File: config.mk
export PLATFORM = sky130hd
export DESIGN_NAME = pipe_stage_reg
export DESIGN_NICKNAME = d
export VERILOG_FILES = /design/src/rtl/pipe_pkg.sv /design/src/rtl/sat_counter.sv /design/src/rtl/pipe_stage_reg.sv
export SDC_FILE = /design/constraint.sdc
export NUM_CORES = 1
export LEC_CHECK = 0
export BUFFER_PORTS_ARGS = -buffer_cell sky130_fd_sc_hd__buf_2
export CAP_MARGIN = 20
export CORE_AREA = 2 2 136 138
export DETAILED_ROUTE_END_ITERATION = 8
export DIE_AREA = 0 0 138 140
export PLACE_DENSITY = 0.78
export SKIP_CTS_REPAIR_TIMING = 1
export SLEW_MARGIN = 0
export SYNTH_ARGS = -nofsm -noshare
export SYNTH_HDL_FRONTEND = slang
export SYNTH_SLANG_ARGS = --single-unit
File: constraint.sdc
create_clock -name clk -period 4.39 [get_ports clk]
set_input_delay 0.878 -clock clk [delete_from_list [all_inputs] [get_ports clk]]
set_output_delay 0.878 -clock clk [all_outputs]
set_load 0.03 [all_outputs]
File: src/rtl/pipe_pkg.sv
// -----------------------------------------------------------------------------
// pipe_pkg
// Shared definitions for the MIPS pipeline registers and the hazard unit.
//   - default widths for the pc8 and Tnew fields
//   - NOP_PAYLOAD: the all-zero payload loaded by a bubble (regwrite/memwrite=0)
//   - bit layout of the fields packed into the opaque stage payload
// -----------------------------------------------------------------------------
package pipe_pkg;

    localparam int PC_W_DEF      = 32;
    localparam int TNEW_W_DEF    = 2;
    localparam int PAYLOAD_W_DEF = 128;

    // Widest payload any stage carries; NOP_PAYLOAD is sliced down per instance.
    localparam int PAYLOAD_MAX_W = 128;
    localparam logic [PAYLOAD_MAX_W-1:0] NOP_PAYLOAD = '0;

    // Payload layout (LSB offsets and widths).
    localparam int PL_CTRL_LSB = 0;    // control bits (regwrite, memwrite, ...)
    localparam int PL_CTRL_W   = 16;
    localparam int PL_A1_LSB   = 16;   // source register 1
    localparam int PL_A2_LSB   = 21;   // source register 2
    localparam int PL_A3_LSB   = 26;   // destination register
    localparam int PL_REG_W    = 5;
    localparam int PL_IMM_LSB  = 32;   // sign/zero-extended immediate
    localparam int PL_RD1_LSB  = 64;   // operand read from a1
    localparam int PL_RD2_LSB  = 96;   // operand read from a2
    localparam int PL_WORD_W   = 32;

endpackage

File: src/rtl/sat_counter.sv
// -----------------------------------------------------------------------------
// sat_counter
// Up-counter that sticks at its maximum value instead of wrapping.
//   clk   : rising-edge clock
//   reset : asynchronous active-low reset, forces cnt to 0
//   inc   : add one this edge (ignored at saturation)
//   clr   : synchronous clear, wins over inc
//   cnt   : current count
// -----------------------------------------------------------------------------
module sat_counter #(
    parameter int W = 16
) (
    input  logic         clk,
    input  logic         reset,
    input  logic         inc,
    input  logic         clr,
    output logic [W-1:0] cnt
);

    always_ff @(posedge clk or negedge reset) begin
        if (!reset) begin
            cnt <= '0;
        end else if (clr) begin
            cnt <= '0;
        end else if (inc && (cnt != '1)) begin
            cnt <= cnt + W'(1);
        end
    end

endmodule

File: src/rtl/pipe_stage_reg.sv
// -----------------------------------------------------------------------------
// pipe_stage_reg
// Generic inter-stage register of the five-stage MIPS core (D/E, E/M, M/W).
// Supports hold, bubble insertion, a valid bit, Tnew ageing and a stall
// performance counter.
//   clk, reset          : clock, asynchronous active-low reset
//   en, flush           : hazard-unit control (flush > load > hold)
//   in_valid/pc8/tnew/payload  : upstream stage slot
//   out_valid/pc8/tnew/payload : registered slot for the downstream stage
//   stall_cnt, clr_cnt  : saturating count of edges spent holding a valid slot,
//                         and its synchronous clear
// -----------------------------------------------------------------------------
module pipe_stage_reg
    import pipe_pkg::*;
#(
    parameter int PAYLOAD_W        = PAYLOAD_W_DEF,
    parameter int PC_W             = PC_W_DEF,
    parameter int TNEW_W           = TNEW_W_DEF,
    parameter bit TNEW_DEC         = 1'b1,
    parameter bit KEEP_PC_ON_FLUSH = 1'b1,
    parameter int CNT_W            = 16
) (
    input  logic                 clk,
    input  logic                 reset,
    input  logic                 en,
    input  logic                 flush,
    input  logic                 in_valid,
    input  logic [PC_W-1:0]      in_pc8,
    input  logic [TNEW_W-1:0]    in_tnew,
    input  logic [PAYLOAD_W-1:0] in_payload,
    output logic                 out_valid,
    output logic [PC_W-1:0]      out_pc8,
    output logic [TNEW_W-1:0]    out_tnew,
    output logic [PAYLOAD_W-1:0] out_payload,
    output logic [CNT_W-1:0]     stall_cnt,
    input  logic                 clr_cnt
);

    // One stage closer to producing its result: decrement, but 0 stays 0.
    function automatic logic [TNEW_W-1:0] age_tnew(input logic [TNEW_W-1:0] t);
        if (TNEW_DEC && (t != '0)) begin
            return t - TNEW_W'(1);
        end
        return t;
    endfunction

    logic hold_valid;

    // Only edges that keep a real instruction in place count as stall cycles;
    // a flush edge never counts even with en=0.
    assign hold_valid = !flush && !en && out_valid;

    always_ff @(posedge clk or negedge reset) begin
        if (!reset) begin
            out_valid   <= 1'b0;
            out_pc8     <= '0;
            out_tnew    <= '0;
            out_payload <= '0;
        end else if (flush) begin
            // Bubble: pc8 may be retained so exception/branch logic still
            // sees the address of the squashed slot.
            out_valid   <= 1'b0;
            out_pc8     <= KEEP_PC_ON_FLUSH ? in_pc8 : '0;
            out_tnew    <= '0;
            out_payload <= NOP_PAYLOAD[PAYLOAD_W-1:0];
        end else if (en) begin
            out_valid   <= in_valid;
            out_pc8     <= in_pc8;
            out_tnew    <= age_tnew(in_tnew);
            out_payload <= in_payload;
        end
    end

    sat_counter #(
        .W(CNT_W)
    ) u_stall_cnt (
        .clk   (clk),
        .reset (reset),
        .inc   (hold_valid),
        .clr   (clr_cnt),
        .cnt   (stall_cnt)
    );

endmodule

==> results.cfg <==
[min_path]
holdCritPathClass = in2async

[timing]
setup-tns-final_ns = 0
setup_ws_ns = 1.88
rsz0062_at_grt = no
hold_viol_final = 0
slew_violations = 0
max_freq_mhz = 399
fin_crit_sh = 0.571
clock_skew_ns = 0.00812
setup_viol = 0
maxSlewHeadroom = 0.407
post-route-min-period_ns = 2.51
tightest_slew_ns = 0.889

[synthesis]
synth_cells = 596
synth_top_family_by_area = multiplexers
avgSynthCellArea_um2 = 12.3
synth_seq_cells = 179
netlist_top_cells_area = dfrtp_1, mux2i_1, nor2_1, mux2_2, clkbuf_1
syn-num-nets = 765
synth_ff_type = dfrtp_1
synth_area_um2 = 7320
yosys-mux-area-fraction = 0.229
synth_edf_count = 0
synth-simple-area-share = 0.110
synthAdderAreaFrac = 0.00171
synth_top_area_frac = 0.612
yosysTopAreaCell = dfrtp_1
synth-async-reset-ratio = 1.00
seq_area_frac_synth = 0.612
synthXorXnorAreaFrac = 0
synth_cell_type_count = 36
synth_compound_area_frac = 0.0258
yosys_warnings = 0

[finish]
layout-drive-gt1-share = 0.447
multi_input_area_um2 = 2690
syn_to_final_growth_pct = 35.0
fill_cells = 1539
fin_nets = 1101
seqCellArea_um2 = 4480
diodes = 0
fin_cells = 1174

[worst_setup_path]
worst-path-max-fanout = 56
path_delay_family = simple AND/OR/NAND/NOR gates
end_kind = register
cpPeakStageDelay_ns = 0.60
crit_arrival_ns = 2.85
path_buf_inv = 1
slowest_stage = or3b_1
critPathKind = in2reg
required_ns = 4.73
cp-start-kind = input port
cp_cell_sequence = buf_6 > or3b_1 > or3_4 > or4b_1 > a21oi_1

[clocking]
cts-root-buf = clkbuf_16
cts_inserted_buffers = 17
cts.sinks = 179
clkTransAtPathRegs_ns = 0.07
insertion_delay_ns = 0.42
htreeDepth = 4
cts_tree = built
clockBufferDepth = 2

[power]
ir_worst_vdd_v = 0.000259
p_leak_nw = 5.42
cellPowerDensity_nw_per_um2 = 398

[floorplan]
start_util = 0.412
core-area_um2 = 17800
ioPinCount = 347
fp.dieArea_um2 = 19300
die_x_um = 138
rows = 49
fp.dieH_um = 140

[status]
status = complete, no violations

[routing]
first_pass_iters = 4
drt_iter0_markers = 288
routed_wl_um = 18700
wl_per_cell_um = 15.9
viasPerCell = 4.87
ant_nets = 0
vias = 5723
drc = 0

[place]
pre_cts_ws_ns = 1.44
portBuffers = 346
dp_hpwl_um = 13500
place.gp.congestion = 0.818
dp.cells = 1142

[flow_run]
drv_cap = 0

[global_route]
grt_max_degree = 77
grt-ovfl-total = 0
grtUsageTotal = 0.190
antenna_found_initial = 0
grt_pass1_wl_um = 29800
grt_pass1_vias = 5734
-- synth_stat cells (2+ instances only) --
cell type,n
dfrtp_1,179
mux2i_1,130
nand4_1,4
nand3_1,8
o21ai_0,2
nand2_1,4
or3_1,4
nor3_1,5
or4_1,7
nor4_1,3
a21oi_1,14
buf_1,13
mux2_2,33
nor2_1,134
inv_1,3
o31ai_1,7
nand2b_1,5
clkbuf_1,22
a311oi_1,2
-- where the power goes --
part | switching (W) | internal [W] | leakage (nW) | total, W
logic | 0.000395 | 0.000216 | 2.79 | 0.000611
clock network | 0.000704 | 0.000827 | 0.297 | 0.00153
registers | 0.0000472 | 0.00174 | 2.34 | 0.00179
-- flip-flops by register name, indices dropped and copies added (netlist names) --
name             cells
out_payload        128
out_pc8             32
u_stall_cnt.cnt     16
out_tnew             2
out_valid            1
-- placed cells by master (no fill, tap or decap), drive strengths merged, types with 7 or more instances in the layout --
master  Yosys  layout
mux2i     130     130
nand3       8       8
mux2       33      33
or4         7       7
clkbuf     22      18
inv         3       9
o31ai       7       7
buf        15     354
nor2      134     134
a21oi      14      14
dfrtp     179     179
clkinv      0       7
-- cell families after synthesis --
kind of cell	count (synthesis)
compound gates	30
fa+ha+maj	1
buf+inv	40
flops	179
mux	163
simple gates	183
-- layer usage --
layer  vias up  global-route usage  part of all wire
met5         -                   0                 0
met4         0              0.0623             0.016
met3        19              0.0554             0.071
met2       228               0.322              0.51
met1      2743               0.236              0.41
li1       2733                   -                 -
-- worst reg2reg max path: stages, from the launching register on --
cell and delay [ns]:
dfrtp_1 0.41, ha_1 0.25, nand4_1 0.23, nor4_1 0.65
buf_4 0.27, nor2_1 0.07, a311oi_1 0.33
-- path summary, 6_finish.rpt --
path                                           startpoint                         endpoint  slack [ns]  cells after the start
max reg2reg                u_stall_cnt.cnt[0]$_DFFE_PN0P_   u_stall_cnt.cnt[2]$_DFFE_PN0P_        2.08                      6
min                                                 reset  u_stall_cnt.cnt[13]$_DFFE_PN0P_        0.49                      1
min in group clk                   out_pc8[7]$_DFFE_PN0P_           out_pc8[7]$_DFFE_PN0P_        0.50                      1
min reg2reg                        out_pc8[7]$_DFFE_PN0P_           out_pc8[7]$_DFFE_PN0P_        0.50                      1
max                                                    en  u_stall_cnt.cnt[13]$_DFFE_PN0P_        1.88                      5
max in group asynchronous                           reset      out_payload[40]$_DFFE_PN0P_        2.89                      2
-- per-stage QoR --
| stage | instance area [um^2] | power, W | hold WS, ns | utilization |
|---|---|---|---|---|
| floorplan | 7320 | 0.00219 | 0.582 | - |
| global placement | 9280 | 0.00242 | 0.483 | 0.522 |
| detailed placement | 9280 | 0.00244 | 0.488 | 0.522 |
| CTS | 9880 | 0.00398 | 0.502 | 0.556 |
| global route | 9880 | 0.00409 | 0.510 | 0.556 |
| finish | 9880 | 0.00393 | 0.492 | 0.556 |
-- cell type report --
class,count,area share
inverters,3,0.00114
multi-input cells,377,0.272
flip-flops and latches,179,0.453
clock inverters,14,0.0165
clock buffers,18,0.0444
repair buffers,354,0.184
well taps,229,0.0290
No activity file was read; power rests on OpenSTA's default activity.
